<file path="src/rtl/div_seq_if.sv">
// Handshake/data bundle for div_seq. The div_zero signal exists only when
// DIV_FAST_ZERO_EN is defined.
interface div_seq_if #(
  parameter int DIVIDEND_WIDTH = 16,
  parameter int DIVISOR_WIDTH  = 8
);
  logic                      in_valid;
  logic                      in_ready;
  logic [DIVIDEND_WIDTH-1:0] dividend;
  logic [DIVISOR_WIDTH-1:0]  divisor;
  logic                      out_valid;
  logic                      out_ready;
  logic [DIVIDEND_WIDTH-1:0] quotient;
  logic [DIVISOR_WIDTH-1:0]  remainder;
`ifdef DIV_FAST_ZERO_EN
  logic                      div_zero;

  modport master (
    output in_valid, dividend, divisor, out_ready,
    input  in_ready, out_valid, quotient, remainder, div_zero
  );
  modport slave (
    input  in_valid, dividend, divisor, out_ready,
    output in_ready, out_valid, quotient, remainder, div_zero
  );
`else
  modport master (
    output in_valid, dividend, divisor, out_ready,
    input  in_ready, out_valid, quotient, remainder
  );
  modport slave (
    input  in_valid, dividend, divisor, out_ready,
    output in_ready, out_valid, quotient, remainder
  );
`endif
endinterface

</file>
<file path="src/rtl/div_seq.sv">
// Sequential restoring divider, one quotient bit per clock, valid/ready on both sides.
// Optional DIV_FAST_ZERO_EN: zero divisor bypasses iteration and raises div_zero.
module div_seq #(
  parameter int DIVIDEND_WIDTH = 16,
  parameter int DIVISOR_WIDTH  = 8
) (
  input logic      clk,
  input logic      rst,
  div_seq_if.slave bus
);
  localparam int CNT_W = $clog2(DIVIDEND_WIDTH + 1);

  typedef enum logic [1:0] {IDLE, CALC, DONE} state_t;

  state_t                    state, state_nxt;
  logic [CNT_W-1:0]          cnt;
  logic [DIVIDEND_WIDTH-1:0] dvd;
  logic [DIVIDEND_WIDTH-1:0] quo;
  logic [DIVISOR_WIDTH-1:0]  dvs;
  logic [DIVISOR_WIDTH-1:0]  prem;
  logic [DIVISOR_WIDTH:0]    prem_sh;
  logic [DIVISOR_WIDTH:0]    prem_diff;
  logic                      fits;
  logic                      accept;
  logic                      zero_div;

  assign accept    = bus.in_valid && (state == IDLE);
  // The stored remainder only needs DIVISOR_WIDTH bits: after each restore step
  // it is below the divisor, and for a zero divisor the top bit is shifted out next step.
  assign prem_sh   = {prem, dvd[DIVIDEND_WIDTH-1]};
  assign fits      = (prem_sh >= {1'b0, dvs});
  assign prem_diff = prem_sh - {1'b0, dvs};

`ifdef DIV_FAST_ZERO_EN
  logic dz_q;

  assign zero_div = (bus.divisor == '0);

  always_ff @(posedge clk) begin
    if (rst) begin
      dz_q <= 1'b0;
    end else if (state == DONE && bus.out_ready) begin
      dz_q <= 1'b0;
    end else if (accept) begin
      dz_q <= zero_div;
    end
  end

  assign bus.div_zero = dz_q;
`else
  assign zero_div = 1'b0;
`endif

  always_ff @(posedge clk) begin
    if (rst) begin
      state <= IDLE;
    end else begin
      state <= state_nxt;
    end
  end

  always_comb begin
    state_nxt = state;
    case (state)
      IDLE: if (accept) state_nxt = zero_div ? DONE : CALC;
      CALC: if (cnt == CNT_W'(1)) state_nxt = DONE;
      DONE: if (bus.out_ready) state_nxt = IDLE;
      default: state_nxt = IDLE;
    endcase
  end

  always_ff @(posedge clk) begin
    if (rst) begin
      cnt  <= '0;
      dvd  <= '0;
      dvs  <= '0;
      quo  <= '0;
      prem <= '0;
    end else begin
      case (state)
        IDLE: begin
          if (accept) begin
            dvd <= bus.dividend;
            dvs <= bus.divisor;
            if (zero_div) begin
              cnt  <= '0;
              quo  <= '1;
              prem <= bus.dividend[DIVISOR_WIDTH-1:0];
            end else begin
              cnt  <= CNT_W'(DIVIDEND_WIDTH);
              quo  <= '0;
              prem <= '0;
            end
          end
        end
        CALC: begin
          dvd  <= dvd << 1;
          cnt  <= cnt - CNT_W'(1);
          quo  <= {quo[DIVIDEND_WIDTH-2:0], fits};
          prem <= fits ? prem_diff[DIVISOR_WIDTH-1:0] : prem_sh[DIVISOR_WIDTH-1:0];
        end
        default: ;
      endcase
    end
  end

  assign bus.in_ready  = (state == IDLE);
  assign bus.out_valid = (state == DONE);
  assign bus.quotient  = quo;
  assign bus.remainder = prem;
endmodule

</file>
<file path="src/flat_wrapper.sv">
// flat-port wrapper written by rule: the top's interface ports become plain ports
module div_seq_flat 
#(
  parameter int DIVIDEND_WIDTH = 16,
  parameter int DIVISOR_WIDTH  = 8
)
  (clk, rst, bus_in_valid, bus_dividend, bus_divisor, bus_out_ready, bus_in_ready, bus_out_valid, bus_quotient, bus_remainder);
  div_seq_if #(.DIVIDEND_WIDTH(DIVIDEND_WIDTH), .DIVISOR_WIDTH(DIVISOR_WIDTH)) bus_i ();
  input logic clk;
  input logic rst;
  input wire logic [$bits(bus_i.in_valid)-1:0] bus_in_valid;
  input wire logic [$bits(bus_i.dividend)-1:0] bus_dividend;
  input wire logic [$bits(bus_i.divisor)-1:0] bus_divisor;
  input wire logic [$bits(bus_i.out_ready)-1:0] bus_out_ready;
  output wire logic [$bits(bus_i.in_ready)-1:0] bus_in_ready;
  output wire logic [$bits(bus_i.out_valid)-1:0] bus_out_valid;
  output wire logic [$bits(bus_i.quotient)-1:0] bus_quotient;
  output wire logic [$bits(bus_i.remainder)-1:0] bus_remainder;
  assign bus_i.in_valid = bus_in_valid;
  assign bus_i.dividend = bus_dividend;
  assign bus_i.divisor = bus_divisor;
  assign bus_i.out_ready = bus_out_ready;
  assign bus_in_ready = bus_i.in_ready;
  assign bus_out_valid = bus_i.out_valid;
  assign bus_quotient = bus_i.quotient;
  assign bus_remainder = bus_i.remainder;
  div_seq #(.DIVIDEND_WIDTH(DIVIDEND_WIDTH), .DIVISOR_WIDTH(DIVISOR_WIDTH)) u_core (.clk(clk), .rst(rst), .bus(bus_i));
endmodule
</file>
<file path="config.mk">
export PLATFORM = sky130hd
export DESIGN_NAME = div_seq_flat
export DESIGN_NICKNAME = d
export VERILOG_FILES = /design/src/rtl/div_seq_if.sv /design/src/rtl/div_seq.sv /design/src/flat_wrapper.sv
export SDC_FILE = /design/constraint.sdc
export NUM_CORES = 1
export LEC_CHECK = 0
export BUFFER_PORTS_ARGS = -buffer_cell sky130_fd_sc_hd__clkbuf_2
export CAP_MARGIN = 30
export CELL_PAD_IN_SITES_DETAIL_PLACEMENT = 1
export CELL_PAD_IN_SITES_GLOBAL_PLACEMENT = 1
export CORE_ASPECT_RATIO = 0.8
export CORE_MARGIN = 2
export CORE_UTILIZATION = 40
export DETAILED_ROUTE_END_ITERATION = 16
export MAX_ROUTING_LAYER = met4
export PLACE_DENSITY = 0.88
export SYNTH_ARGS = -nofsm -noshare
export SYNTH_HDL_FRONTEND = slang
export SYNTH_SLANG_ARGS = --single-unit
export TNS_END_PERCENT = 10
</file>
<file path="constraint.sdc">
create_clock -name clk -period 5.4 [get_ports clk]
set_input_delay 0.81 -clock clk [delete_from_list [all_inputs] [get_ports clk]]
set_output_delay 0.81 -clock clk [all_outputs]
set_load 0.02 [all_outputs]
</file>
# --- Word-level counts from Yosys, hierarchy flattened ---
# Index checks and enable logic that the tools add are counted.
totals:
  out_inout_bits: 26
  register_bits: 55
  elab_cells: 34
  in_bits: 28
op_classes:
  n_reduce_logical: 6
  magnitude_cmp: 1
  n_addsub: 2
  mux: 13
  eq_ne: 6
ops:
  columns: ["cell", "count"]
  rows:
  - ["$pmux 16 s2", 2]
  - ["$mux 16", 2]
  - ["$mux 8", 2]
  - ["$pmux 8 s2", 1]
  - ["$pmux 5 s2", 1]
  - ["$ge 9x8->1", 1]
  - ["$sub 8x8->8", 1]
  - ["$mux 2", 3]
  - ["$pmux 2 s3", 1]
  - ["$eq 5x1->1 const B", 1]
  - ["$mux 5", 1]
  - ["$sub 5x1->5 const B", 1]
  - ["$ne 2x1->1 const B", 2]
  - ["$reduce_and 2->1", 2]
  - ["$reduce_and 3->1", 1]
  - ["$eq 2x1->1 const B", 1]
  - ["$eq 2x2->1 const B", 1]
  - ["$logic_not 2->1", 1]
  - ["$ne 2x2->1 const B", 1]
  - ["$reduce_bool 2->1", 1]
  - ["$logic_and 1x1->1", 1]

# --- Longest topological paths before layout ---
# Gate-level depths: netlist of run 1.
logic_depth:
  word_depth: 4
  depth_mapped: 9
  depth_no_buf: 8

# --- Least setup slack after synthesis of run 1 ---
# Ideal clock, no wire load.
synth_path:
  kind: "reg2out"
  start: "register u_core.state[1]"
  end: "output port bus_out_valid"
  required_time_ps: 4590
  t_arrival_ps: 1095
  setup_slack_ps: 3495
  path_stages_with_launch: 4
  path_cell_list: "dfxtp_1 > buf_2 > clkbuf_1 > nor2b_1"
synth_between:
  elab_chain_cells: 1
synth_lines:
  columns: ["item", "line_no", "rtl"]
  rows:
  - ["start, declared", "div_seq.sv:15", "state_t state, state_nxt;"]
  - ["start signal, assigned", "div_seq.sv:58", "state <= state_nxt;"]
  - ["$eq 2x2->1", "div_seq.sv:108", "assign bus.out_valid = (state == DONE);"]
  - ["end, declared", "flat_wrapper.sv:16", "output wire logic [$bits(bus_i.out_valid)-1:0] bus_out_valid;"]
# Every way passes these cells.

# --- Worst setup path in the final report of run 1 ---
layout_path:
  start: "register u_core.dvs[6]"
  end: "register u_core.prem[6], in the netlist u_core.bus.remainder[6]"
layout_between:
  elab_chain_cells: 3
  elab_cells_between_ends: 4
  cone_classes: "add/sub: 1; order compare: 1; mux: 2"
layout_lines:
  columns: ["item", "line_no", "rtl"]
  rows:
  - ["start, declared", "div_seq.sv:19", "logic [DIVISOR_WIDTH-1:0] dvs;"]
  - ["start signal, assigned", "div_seq.sv:84", "dvs <= bus.divisor;"]
  - ["$sub 8x8->8 / $ge 9x8->1 (equally long branches)", "div_seq.sv:32, div_seq.sv:31", null]
  - ["$mux 8 (*)", "div_seq.sv:100", "prem <= fits ? prem_diff[DIVISOR_WIDTH-1:0] : prem_sh[DIVISOR_WIDTH-1:0];"]
  - ["$pmux 8 s2 (*)", "div_seq.sv:80", "case (state)"]
  - ["end signal, assigned", "div_seq.sv:88", "prem <= bus.dividend[DIVISOR_WIDTH-1:0];"]
  - ["end signal, assigned", "div_seq.sv:100", null]
  - ["end, declared", "div_seq.sv:20", "logic [DIVISOR_WIDTH-1:0] prem;"]
# Every way passes the cells marked *; elsewhere a longest branch is shown, timed or not.
# A chain may end at the register's enable or synchronous reset.

==> results.rst, run 1 <==
.. list-table::
   :header-rows: 1

   * - Metric
     - Value
   * - Final net count
     - ~440
   * - Ratio of total power to cell area
     - roughly 320 nW/um2
   * - Worst-case reg-to-reg path depth
     - 6
   * - FILL cells
     - about 890
   * - Gate Count Post-Synth
     - ~370
   * - Via count normalized by instance count
     - approximately 5.4
   * - Clock network power share
     - 22.9%
   * - Pleak
     - 0.001363 uW
   * - Placement Rows
     - 27
   * - Clock Tree Buf Depth
     - 2
   * - Top-level port count
     - 54
   * - Comb pwr share
     - 32.1%
   * - Category of the most critical setup path
     - reg2reg
   * - Layout overhead on the synthesized area
     - 13.97%
   * - Setup repair bufs after CTS
     - 0
   * - Number of sinks handled by clock tree synthesis
     - between 50 and 60
   * - Hold path depth
     - 2
   * - Drc violations
     - 0
   * - Summed instance area of the synthesized netlist
     - between 2000 and 3000 um2
   * - Most frequent standard cell in the layout excluding fill and tap cells
     - dfxtp_1
   * - Total via count in the routed design
     - roughly 2700
   * - Cell-internal power
     - 667.1 uW
   * - Reported max-cap violation count
     - 0
   * - Cell variety after synth
     - 44
   * - Area taken by multi-input logic gates
     - ~1600 um2
   * - CTS root buf
     - clkbuf_8
   * - Maximum fanout encountered on the critical timing path
     - 11
   * - Total of warnings raised by yosys
     - 0
   * - Top cell type's share of synthesized area
     - about 39%
   * - Avg Inst Size Synth
     - 7.762 um2
   * - Sequential power share
     - 45.0%
   * - Main area contributors after synthesis
     - dfxtp_1 39%, a21oi_1 9.5%, nor2_1 7.0%
   * - Fraction of the yosys area taken by sequential cells
     - 38.55%
   * - Antenna violation net count after detailed routing
     - 0
   * - Die extent in y
     - 79.59 um
   * - Quantity of I/O buffers inserted on ports
     - 53
   * - Vias in the first global route
     - roughly 2700
   * - Aggregate global routing overflow
     - 0
   * - Maximum number of pins on one net before global-route repair
     - 46
   * - Antenna violations before repair
     - 0
   * - 1st-iter DRT viols
     - between 90 and 100
   * - TritonCTS Buffers
     - 5
   * - Worst rel slew slack
     - between 20 and 30%
   * - Actual transition at the worst max-transition pin
     - 1.045 ns
   * - Switching power
     - between 300 and 400 uW
   * - Final WS setup
     - approximately 3.0 ns
   * - Pre-CTS setup slack
     - between 2 and 3 ns
   * - Clk_skew
     - about 0.005 ns
   * - Cell taking the most area after synthesis
     - dfxtp_1
   * - Endpoints failing setup
     - 0
   * - Cts-stage hold buffer count
     - 0
   * - Detailed Route WL
     - approximately 7500 um
   * - Antenna diode count
     - 0
   * - Final count of hold timing violations
     - 0
   * - Setup crit end kind
     - register
   * - Share of flip-flops with an asynchronous set or reset after synthesis
     - 0%
   * - GRT Resource Usage Total
     - 20.13%
   * - Final RePlAce weighted congestion
     - ~0.83
   * - Worst VDD drop
     - about 0.13 mV
   * - Most frequent cells in the layout
     - 55 x dfxtp_1, 54 x a21oi_1, 53 x nor2_1, 53 x clkbuf_2, 48 x nand2_1
   * - Worst Path Required
     - ~5.6 ns
   * - Hold crit path type
     - reg2reg
   * - Later-pin clock latency in the skew report
     - 0.31 ns
   * - Floorplan die width
     - a little under 100 um
   * - CTS tree
     - built
   * - Highest Clock Rate
     - ~0.42 GHz
   * - Initial cell density of the core
     - slightly above 40%
   * - Share of final-layout standard cells stronger than drive strength 1
     - between 10% and 20%
   * - CTS resizes
     - 0
   * - Clk pin slew, worst setup/hold paths
     - roughly 0.1 ns
   * - Post-route worst hold slack
     - approximately 0.46 ns
   * - Placeable core region
     - approximately 6900 um2
   * - Outcome
     - finished, final reports clean
   * - Unrepaired setup endpoints after global routing
     - no
   * - Estimated wirelength of the detail-placed design
     - between 5000 and 6000 um
   * - Post-route fraction of the period consumed by the critical path
     - around 44%
   * - Die ar.
     - 7838 um2
   * - Synthesis-stage register bit count
     - 55
   * - Startpoint class of the critical path
     - register
   * - Mapped Nets
     - slightly above 400
   * - Net switching fraction of the power
     - a little over a third
   * - Total Neg Setup Slack
     - 0 ns
   * - Tmin final
     - between 2 and 2.5 ns
   * - Share of the core filled with cells
     - between 40 and 50%
   * - Final slew viol count
     - 0
   * - Number of enable flip-flop cells after synthesis
     - 0
   * - Pre-antenna DRT Iters
     - 4
   * - Count of H-tree levels built during CTS
     - 2
   * - Register cell area after layout
     - 1101 um2
   * - Crit path arrival time
     - roughly 2.6 ns
   * - Global-route wire length before repair
     - around 13000 um
   * - Post-synth top flop
     - dfxtp_1
   * - Routed wire per std cell
     - ~15 um
-- worst max-delay path: stages, from the launching register on --
cell	delay, ns
dfxtp_1	0.36
inv_1	0.05
ha_1	0.45
nand3_2	0.13
o31ai_2	0.91
nor4bb_1	0.31
o31ai_1	0.09
-- power groups by stage --
stage | clock, uW | combinational (uW) | sequential, uW
after floorplan | 0 | 255 | 480
after global placement | 0 | 314 | 477
after detailed placement | 0 | 332 | 477
after CTS | 243 | 336 | 468
after global routing | 259 | 371 | 475
final | 238 | 335 | 468
-- cell type report --
type                            count  share of cell area [%]
Sequential cell                    55                   33.82
Timing Repair Buffer               57                   10.07
Inverter                           19                   2.191
Clock buffer                        6                   2.229
Tap cell                           87                   3.344
Clock inverter                      2                  0.4996
Multi-Input combinational cell    267                   47.85
-- cell usage after synthesis, types with 2 or more instances --
master and number:
a2111oi_2 2, nor4b_1 2, mux2i_1 6, o21ai_0 7, nand2_1 48, o221a_2 8
a211oi_1 5, xor2_1 3, a31oi_1 2, ha_1 10, nor2_1 53, nand3_1 19
a21oi_1 54, a2111oi_0 6, a22o_1 2, dfxtp_1 55, inv_1 19, clkbuf_1 12
nand2b_1 7, buf_2 13, a21o_1 2, o2bb2a_1 2, nor2b_1 10
-- layer usage --
layer / vias up / share of wire, % / track usage, %
li1: 1339 / - / -
met2: 45 / 48 / 33.81
met4: 0 / 0.31 / 2.740
met5: - / 0 / -
met1: 1277 / 47 / 25.77
met3: 3 / 4.2 / 4.466
-- worst paths after layout --
check	from	end	slack (ns)
worst min-delay path	u_core.dvs[3]	u_core.dvs[3]	0.46
worst max-delay path	u_core.dvs[6]	u_core.bus.remainder[6]	3.00
worst min register to register	u_core.dvs[3]	u_core.dvs[3]	0.46
worst max register to register	u_core.dvs[6]	u_core.bus.remainder[6]	3.00
-- flip-flops by register name, indices dropped and copies added, names as in the netlist --
| signal | count |
|---|---|
| u_core.cnt | 5 |
| u_core.bus.quotient | 16 |
| u_core.bus.remainder | 8 |
| u_core.dvs | 8 |
| u_core.dvd | 16 |
| u_core.state | 2 |
-- kinds of logic after synthesis --
family          Yosys count  synth area share, %
compound gates           97                22.34
xor+xnor                  4                1.227
simple gates            149                23.70
flops                    55                38.55
buf+inv                  46                7.008
fa+ha+maj                11                5.081
mux                       6                2.103
-- metrics by stage --
step	power (uW)	std cells	instance area (um2)
floorplan	735.1	368	2856
finish	1041	493	3256
CTS	1048	493	3256
global placement	791.2	483	3119
detailed placement	809.0	485	3167
global route	1104	493	3256
Power figures use the tool's default switching activity.
==> run 2, diff against run 1 <==
--- a/config.mk
+++ b/config.mk
@@ -5,16 +5,17 @@
 export SDC_FILE = /design/constraint.sdc
 export NUM_CORES = 1
 export LEC_CHECK = 0
+export ABC_AREA = 1
 export BUFFER_PORTS_ARGS = -buffer_cell sky130_fd_sc_hd__clkbuf_2
 export CAP_MARGIN = 30
 export CELL_PAD_IN_SITES_DETAIL_PLACEMENT = 1
 export CELL_PAD_IN_SITES_GLOBAL_PLACEMENT = 1
 export CORE_ASPECT_RATIO = 0.8
 export CORE_MARGIN = 2
-export CORE_UTILIZATION = 40
+export CORE_UTILIZATION = 35
 export DETAILED_ROUTE_END_ITERATION = 16
 export MAX_ROUTING_LAYER = met4
-export PLACE_DENSITY = 0.88
+export PLACE_DENSITY = 0.84
 export SYNTH_ARGS = -nofsm -noshare
 export SYNTH_HDL_FRONTEND = slang
 export SYNTH_SLANG_ARGS = --single-unit
==> constraint.sdc (replaced) <==
create_clock -name clk -period 2.1 [get_ports clk]
set_input_delay 0.315 -clock clk [delete_from_list [all_inputs] [get_ports clk]]
set_output_delay 0.315 -clock clk [all_outputs]
set_load 0.02 [all_outputs]
==> run 2 against run 1 <==
  * Sequential power grew to 2.7 times the previous value
  * Register-to-register slack worse by 2.8 ns
  * Area after synthesis is 4.9% lower
  * Clock power is 140% higher
  * Combinational power grew to 5.1 times the previous value
  * Routed wire length is 4.1% lower
  * Largest cell class unchanged
==> results.rst, run 2 <==
.. list-table::
   :header-rows: 1

   * - Metric
     - Value
   * - Setup crit end kind
     - register (unchanged)
   * - Final slew viol count
     - 0 (unchanged)
   * - Category of the most critical setup path
     - reg2reg (unchanged)
   * - Avg Inst Size Synth
     - 7.034 um2 (was 7.762 um2)
   * - Cts-stage hold buffer count
     - 0 (unchanged)
   * - Share of final-layout standard cells stronger than drive strength 1
     - 17.01% (was 19.46%)
   * - Post-synth top flop
     - dfxtp_1 (unchanged)
   * - Summed instance area of the synthesized netlist
     - 2715 um2 (was 2856 um2)
   * - Highest Clock Rate
     - 0.5313 GHz (was 0.4165 GHz)
   * - Cell variety after synth
     - 29 (was 44)
   * - Top cell type's share of synthesized area
     - 40.55% (was 38.55%)
   * - Top cells by instance count after synthesis
     - 142 x nand2_1, 55 x dfxtp_1, 37 x inv_1 (was 55 x dfxtp_1, 54 x a21oi_1, 53 x nor2_1)
   * - CTS root buf
     - clkbuf_8 (unchanged)
   * - Layout overhead on the synthesized area
     - 16.68% (was 13.97%)
   * - Cell-internal power
     - 1975 uW (was 667.1 uW)
   * - Count of H-tree levels built during CTS
     - 2 (unchanged)
   * - Global-route wire length before repair
     - 11790 um (was 12640 um)
   * - CTS tree
     - built (unchanged)
   * - Drc violations
     - 0 (unchanged)
   * - Detailed Route WL
     - 7149 um (was 7453 um)
   * - Pleak
     - 0.001394 uW (was 0.001363 uW)
   * - Die ar.
     - 8482 um2 (was 7838 um2)
   * - Final net count
     - 473 (was 444)
   * - Later-pin clock latency in the skew report
     - 0.30 ns (was 0.31 ns)
   * - Top-level port count
     - 54 (unchanged)
   * - Reported max-cap violation count
     - 0 (unchanged)
   * - Comb pwr share
     - 48.1% (was 32.1%)
   * - Gate Count Post-Synth
     - 386 (was 368)
   * - Switching power
     - 1550 uW (was 374.0 uW)
   * - CTS resizes
     - 0 (unchanged)
   * - Cell taking the most area after synthesis
     - dfxtp_1 (unchanged)
   * - Total of warnings raised by yosys
     - 0 (unchanged)
   * - Dominant cell by count in the synthesized netlist
     - nand2_1 (was dfxtp_1)
   * - Endpoints failing setup
     - 0 (unchanged)
   * - Worst VDD drop
     - 0.3914 mV (was 0.1285 mV)
   * - Synthesis-stage register bit count
     - 55 (unchanged)
   * - Total via count in the routed design
     - 2609 (was 2664)
   * - Most frequent cells in the layout
     - 142 x nand2_1, 55 x dfxtp_1, 53 x clkbuf_2 (was 55 x dfxtp_1, 54 x a21oi_1, 53 x nor2_1, 53 x clkbuf_2, 48 x nand2_1)
   * - Outcome
     - finished, final reports clean (unchanged)
   * - Antenna violations before repair
     - 0 (unchanged)
   * - 1st-iter DRT viols
     - 58 (was 91)
   * - Floorplan die width
     - 102.5 um (was 98.48 um)
   * - Post-route worst hold slack
     - 0.2387 ns (was 0.4618 ns)
   * - Initial cell density of the core
     - 36.38% (was 41.45%)
   * - Quantity of I/O buffers inserted on ports
     - 53 (unchanged)
   * - Fraction of the yosys area taken by sequential cells
     - 40.55% (was 38.55%)
   * - Placement Rows
     - 28 (was 27)
   * - Pre-antenna DRT Iters
     - 5 (was 4)
   * - Aggregate global routing overflow
     - 0 (unchanged)
   * - Maximum number of pins on one net before global-route repair
     - 56 (was 46)
   * - Antenna diode count
     - 0 (unchanged)
   * - Number of enable flip-flop cells after synthesis
     - 0 (unchanged)
   * - Antenna violation net count after detailed routing
     - 0 (unchanged)
   * - Tmin final
     - 1.882 ns (was 2.401 ns)
   * - Share of flip-flops with an asynchronous set or reset after synthesis
     - 0% (unchanged)
   * - Ratio of total power to cell area
     - 1113 nW/um2 (was 319.8 nW/um2)
   * - Total Neg Setup Slack
     - 0 ns (unchanged)
   * - Via count normalized by instance count
     - 4.831 (was 5.404)
   * - Vias in the first global route
     - 2545 (was 2675)
   * - Final RePlAce weighted congestion
     - 0.8834 (was 0.8299)
   * - Maximum fanout encountered on the critical timing path
     - 9 (was 11)
   * - Mapped Nets
     - 425 (was 407)
   * - Clock Tree Buf Depth
     - 2 (unchanged)
   * - Number of sinks handled by clock tree synthesis
     - 55 (unchanged)
   * - Crit path arrival time
     - 2.12 ns (was 2.61 ns)
   * - Net switching fraction of the power
     - 43.98% (was 35.92%)
   * - Final count of hold timing violations
     - 0 (unchanged)
   * - Setup repair bufs after CTS
     - 0 (unchanged)
   * - Worst Path Required
     - 2.34 ns (was 5.61 ns)
   * - Worst rel slew slack
     - 65.82% (was 29.91%)
   * - Most frequent standard cell in the layout excluding fill and tap cells
     - nand2_1 (was dfxtp_1)
   * - Unrepaired setup endpoints after global routing
     - no (unchanged)
   * - Actual transition at the worst max-transition pin
     - 0.5096 ns (was 1.045 ns)
   * - Hold crit path type
     - in2reg (was reg2reg)
   * - Main area contributors after synthesis
     - dfxtp_1 41%, nand2_1 20%, a21oi_1 6.5% (was dfxtp_1 39%, a21oi_1 9.5%, nor2_1 7.0%)
   * - Estimated wirelength of the detail-placed design
     - 5301 um (was 5384 um)
   * - GRT Resource Usage Total
     - 17.94% (was 20.13%)
   * - Pre-CTS setup slack
     - 0.2437 ns (was 2.890 ns)
   * - Post-route fraction of the period consumed by the critical path
     - 89.63% (was 44.46%)
   * - Startpoint class of the critical path
     - register (unchanged)
   * - Clk_skew
     - 0.005399 ns (was 0.004994 ns)
   * - Routed wire per std cell
     - 13.24 um (was 15.12 um)
   * - Clk pin slew, worst setup/hold paths
     - 0.10 ns (about the same)
   * - Total power of the final layout
     - 3525 uW (was 1041 uW)
   * - Placeable core region
     - 7462 um2 (was 6892 um2)
   * - TritonCTS Buffers
     - 5 (unchanged)
   * - Sequential power share
     - 35.4% (was 45.0%)
   * - Die extent in y
     - 82.78 um (was 79.59 um)
   * - Clock network power share
     - 16.5% (was 22.9%)
   * - Final WS setup
     - 0.2178 ns (was 2.999 ns)
[run 2: cell types whose count changed after synthesis, sizes merged, moves of 10 or more]
cell and change:
a31oi +13, a21oi -19, inv +20, nor2b -10, nor2 -29, nand2 +94
[run 2: power by group through the flow]
stage	clock network [uW]	registers [uW]	logic, uW
floorplan	0	1310	1210
global placement	0	1270	1640
global route	643	1260	1910
finish	582	1250	1700
CTS	604	1250	1710
detailed placement	0	1270	1700
[run 2: area by class of cell]
cell class / instances / area, um2
tap: 105 / 131.4
sequential: 55 / 1101
timing repair buffer: 58 / 327.8
fill: 993 / 4294
multi-input combinational: 274 / 1373
inverter: 40 / 150.1
clock inverter: 2 / 12.51
clock buffer: 6 / 72.57
[run 2: kinds of logic (layout without fill, tap and decap cells)]
logic type               after synthesis  in the layout  synth area share, %
adder cells (fa/ha/maj)               11             11                5.346
flip-flops                            55             55                40.55
AND/OR/NAND/NOR                      200            200                31.57
buffers and inverters                 57            106                8.894
XOR/XNOR                               3              3               0.9679
AO/OA/AOI/OAI                         60             60                12.67
[run 2: metrics by stage]
stage	area [um2]	utilization (%)	instances
after global placement	3083	41.31	532
final	3168	42.45	540
after detailed placement	3083	41.31	532
after CTS	3168	42.45	540
after global routing	3168	42.45	540
after floorplan	2715	-	386
[run 2: worst paths after layout]
check	startpoint	endpoint	slack, ns	depth (start not counted)
worst min-delay path	bus_dividend[0]	u_core.dvd[0]	0.24	3
worst max-delay path	u_core.dvs[6]	u_core.bus.remainder[0]	0.22	9
worst min register to register	u_core.bus.quotient[15]	u_core.bus.quotient[15]	0.47	2
worst max register to register	u_core.dvs[6]	u_core.bus.remainder[0]	0.22	9
[run 2: layer usage]
| layer | vias to the layer above | global-route usage (%) | wire, um |
|---|---|---|---|
| met4 | 0 | 3.067 | 40 |
| met3 | 4 | 4.271 | 348 |
| li1 | 1331 | - | - |
| met2 | 52 | 29.41 | 3350 |
| met5 | - | - | 0 |
| met1 | 1222 | 23.01 | 3409 |
[run 2: critical path, cell delays in order (launching register included)]
cell     delay, ns
dfxtp_1       0.33
inv_1         0.06
ha_1          0.37
nand2_1       0.10
nand2_1       0.10
a21oi_1       0.17
nand4_2       0.32
nand2_1       0.15
nand3_1       0.09
a21oi_1       0.14
==> run 3, diff against run 2 <==
--- a/config.mk
+++ b/config.mk
@@ -5,14 +5,14 @@
 export SDC_FILE = /design/constraint.sdc
 export NUM_CORES = 1
 export LEC_CHECK = 0
-export ABC_AREA = 1
+export ABC_AREA = 0
 export BUFFER_PORTS_ARGS = -buffer_cell sky130_fd_sc_hd__clkbuf_2
 export CAP_MARGIN = 30
 export CELL_PAD_IN_SITES_DETAIL_PLACEMENT = 1
 export CELL_PAD_IN_SITES_GLOBAL_PLACEMENT = 1
 export CORE_ASPECT_RATIO = 0.8
 export CORE_MARGIN = 2
-export CORE_UTILIZATION = 35
+export CORE_UTILIZATION = 36
 export DETAILED_ROUTE_END_ITERATION = 16
 export MAX_ROUTING_LAYER = met4
 export PLACE_DENSITY = 0.84
==> run 3 against run 2 <==
  * Worst setup slack got worse by 0.12 ns
  * Die area rose by 2.2%
  * Sequential power fell by 4%
  * Via count rose by 5.6%
  * Routed wire length rose by 10%
  * Total power fell by 23%
  * First-iteration DRC count rose by 76%
  * Global-route usage rose by 1.3 points
  * Maximum frequency fell by 5.9%
  * Non-clock buffer count rose by 9
  * Critical path type unchanged
  * Largest power group is now sequential cells
==> results.rst, run 3 (synthesis gave the netlist of run 1 again) <==
.. list-table::
   :header-rows: 1

   * - Metric
     - Value
   * - Buffers and inverters on the worst path
     - 1 (unchanged)
   * - Antenna violation net count after detailed routing
     - 0 (unchanged)
   * - Die extent in y
     - 83.67 um (was 82.78 um)
   * - CTS tree
     - built (unchanged)
   * - Layout overhead on the synthesized area
     - 16.43% (was 16.68%)
   * - Tmin final
     - 2.001 ns (was 1.882 ns)
   * - Reg2Reg Setup Slack
     - 0.1 ns (was 0.22 ns)
   * - Category of the most critical setup path
     - reg2reg (unchanged)
   * - Floorplan die width
     - 103.6 um (was 102.5 um)
   * - Crit Reg-Reg Startpoint
     - u_core.dvd[15] (was u_core.dvs[6])
   * - Post-route worst hold slack
     - 0.2192 ns (was 0.2387 ns)
   * - Pleak
     - 0.001406 uW (was 0.001394 uW)
   * - Startpoint class of the critical path
     - register (unchanged)
   * - Estimated wirelength of the detail-placed design
     - 5837 um (was 5301 um)
   * - Register cell area after layout
     - 1101 um2 (unchanged)
   * - Worst rel slew slack
     - 64.12% (was 65.82%)
   * - Met1 demand-to-capacity share in global routing
     - 23.15% (was 23.01%)
   * - Slowest Stage Delay on Critical Path
     - 0.40 ns (was 0.37 ns)
   * - Placement Rows
     - 29 (was 28)
   * - Area taken by multi-input logic gates
     - 1564 um2 (was 1373 um2)
   * - Endpoints failing setup
     - 0 (unchanged)
   * - Antenna diode count
     - 0 (unchanged)
   * - Worst VDD drop
     - 0.3113 mV (was 0.3914 mV)
   * - Hold crit path type
     - in2reg (unchanged)
   * - Actual transition at the worst max-transition pin
     - 0.5307 ns (was 0.5096 ns)
   * - Hold path depth
     - 3 (unchanged)
   * - Via count normalized by instance count
     - 5.258 (was 4.831)
   * - 1st-iter DRT viols
     - 102 (was 58)
   * - Total via count in the routed design
     - 2755 (was 2609)
   * - Quantity of I/O buffers inserted on ports
     - 53 (unchanged)
   * - Setup crit end kind
     - register (unchanged)
   * - Final RePlAce weighted congestion
     - 0.8188 (was 0.8834)
   * - Total Neg Setup Slack
     - 0 ns (unchanged)
   * - Aggregate global routing overflow
     - 0 (unchanged)
   * - CP Cell Sequence
     - inv_1 > ha_1 > fa_1 > nand2b_1 > a21oi_2 > nor4b_1 > nor4bb_1 > o31ai_1 (was inv_1 > ha_1 > nand2_1 > nand2_1 > a21oi_1 > nand4_2 > nand2_1 > nand3_1 > a21oi_1)
   * - Final net count
     - 454 (was 473)
   * - Clock Tree Buf Depth
     - 2 (unchanged)
   * - Kind of cell adding the most delay to the critical path
     - adder cells (was simple AND/OR/NAND/NOR gates)
   * - Crit path arrival time
     - 2.21 ns (was 2.12 ns)
   * - Clk pin slew, worst setup/hold paths
     - 0.10 ns (about the same)
   * - Met3 capacity usage during global routing
     - 3.747% (was 4.271%)
   * - Critical hold path startpoint
     - bus_divisor[1] (was bus_dividend[0])
   * - CTS root buf
     - clkbuf_8 (unchanged)
   * - Initial cell density of the core
     - 36.62% (was 36.38%)
   * - Most frequent cells in the layout
     - 55 x dfxtp_1, 53 x nor2_1, 53 x a21oi_1, 53 x clkbuf_2, 48 x nand2_1 (was 142 x nand2_1, 55 x dfxtp_1, 53 x clkbuf_2)
   * - Reported max-cap violation count
     - 0 (unchanged)
   * - Hold Crit Endpoint
     - u_core.dvs[1] (was u_core.dvd[0])
   * - Pre-antenna DRT Iters
     - 4 (was 5)
   * - Non-filler cells, final
     - 524 (was 540)
   * - Worst setup path startpoint
     - u_core.dvd[15] (was u_core.dvs[6])
   * - GRT Resource Usage Total
     - 19.20% (was 17.94%)
   * - Setup repair bufs after CTS
     - 0 (unchanged)
   * - Detailed Route WL
     - 7887 um (was 7149 um)
   * - Later-pin clock latency in the skew report
     - 0.32 ns (was 0.30 ns)
   * - Share of final-layout standard cells stronger than drive strength 1
     - 22.12% (was 17.01%)
   * - End of the worst register-to-register path
     - u_core.bus.remainder[6] (was u_core.bus.remainder[0])
   * - Highest Clock Rate
     - 0.4998 GHz (was 0.5313 GHz)
   * - Slowest cell on the critical path
     - fa_1 (was ha_1)
   * - Outcome
     - finished, final reports clean (unchanged)
   * - Met2 global-route usage
     - 33.77% (was 29.41%)
   * - Post-route fraction of the period consumed by the critical path
     - 95.28% (was 89.63%)
   * - Routed wire per std cell
     - 15.05 um (was 13.24 um)
   * - Worst-case reg-to-reg path depth
     - 8 (was 9)
   * - Top-level port count
     - 54 (unchanged)
   * - Global-route wire length before repair
     - 13450 um (was 11790 um)
   * - Cts-stage hold buffer count
     - 0 (unchanged)
   * - Final count of hold timing violations
     - 0 (unchanged)
   * - Die ar.
     - 8667 um2 (was 8482 um2)
   * - TritonCTS Buffers
     - 5 (unchanged)
   * - Vias in the first global route
     - 2900 (was 2545)
   * - Antenna violations before repair
     - 0 (unchanged)
   * - Peak-usage layer in the global routing report
     - met2 (unchanged)
   * - Number of sinks handled by clock tree synthesis
     - 55 (unchanged)
   * - Share of the core filled with cells
     - 42.63% (was 42.45%)
   * - Clk_skew
     - 0.01395 ns (was 0.005399 ns)
   * - Maximum fanout encountered on the critical timing path
     - 3 (was 9)
   * - Worst Path Required
     - 2.31 ns (was 2.34 ns)
   * - Ratio of total power to cell area
     - 819.4 nW/um2 (was 1113 nW/um2)
   * - Most frequent standard cell in the layout excluding fill and tap cells
     - dfxtp_1 (was nand2_1)
   * - Placeable core region
     - 7801 um2 (was 7462 um2)
   * - DP Cell Count
     - 516 (was 532)
   * - Count of H-tree levels built during CTS
     - 2 (unchanged)
   * - Final slew viol count
     - 0 (unchanged)
   * - Unrepaired setup endpoints after global routing
     - no (unchanged)
   * - Maximum number of pins on one net before global-route repair
     - 29 (was 56)
   * - FILL cells
     - 1001 (was 993)
   * - Drc violations
     - 0 (unchanged)
## run 3: cell types whose count changed in the layout (fill, tap and decap cells not counted), sizes merged, moves of 6 or more
cell / before / now
mux2i: 0 / 6
buf: 5 / 14
o221a: 0 / 8
nor2: 24 / 53
nand2: 142 / 48
o21ai: 0 / 8
nand2b: 0 / 7
inv: 39 / 19
a21oi: 35 / 54
nor2b: 0 / 10
a31oi: 15 / 2
a2111oi: 0 / 8
## run 3: worst max-delay path by stage
stage                         endpoint  slack, ns  cells after the start
2_1_floorplan  u_core.bus.remainder[6]       0.25                      7
3_3_place_gp   u_core.bus.remainder[6]       0.19                      8
3_5_place_dp   u_core.bus.remainder[6]        0.1                      8
4_1_cts        u_core.bus.remainder[6]       0.08                      8
5_1_grt        u_core.bus.remainder[2]       0.02                      8
6_report       u_core.bus.remainder[6]        0.1                      8
## run 3: layout make-up
| cell class | count | share of cell area, % |
|---|---|---|
| Clock buffer | 5 | 2.069 |
| Clock inverter | 3 | 0.4515 |
| Inverter | 19 | 2.144 |
| Multi-Input combinational cell | 267 | 47.03 |
| Sequential cell | 55 | 33.11 |
| Tap cell | 108 | 4.063 |
| Timing Repair Buffer | 67 | 11.14 |
## run 3: timing repair
item	CTS	global route
setup endpoints to repair	0	2
gates resized for setup	0	2
hold endpoints to repair	0	0
## run 3: layer usage
metal | wire (um) | share of wire [%]
met1 | 3737 | 47
met2 | 3760 | 48
met3 | 330 | 4.2
met4 | 58 | 0.74
met5 | 0 | 0
## run 3: worst reg2reg max path: cells and delay by family (launching register included)
| family | cells | cell delay, ns |
|---|---|---|
| flip-flops | 1 | 0.35 |
| AO/OA/AOI/OAI | 2 | 0.26 |
| adder cells (fa/ha/maj) | 2 | 0.62 |
| AND/OR/NAND/NOR | 3 | 0.59 |
| buffers and inverters | 1 | 0.07 |
## run 3: where the power goes
part,total [uW],internal [uW],switching [uW]
combinational,942,402,540
sequential,1200,1130,71.1
clock,587,230,357
## run 3: through the flow
stage | total power [uW] | setup slack (ns) | instance area (um2)
2_1_floorplan | 1890 | 0.2451 | 2856
3_3_place_gp | 2113 | 0.1934 | 3236
3_5_place_dp | 2149 | 0.09976 | 3236
4_1_cts | 2746 | 0.08430 | 3319
5_1_grt | 2898 | 0.01597 | 3326
6_report | 2725 | 0.09915 | 3326
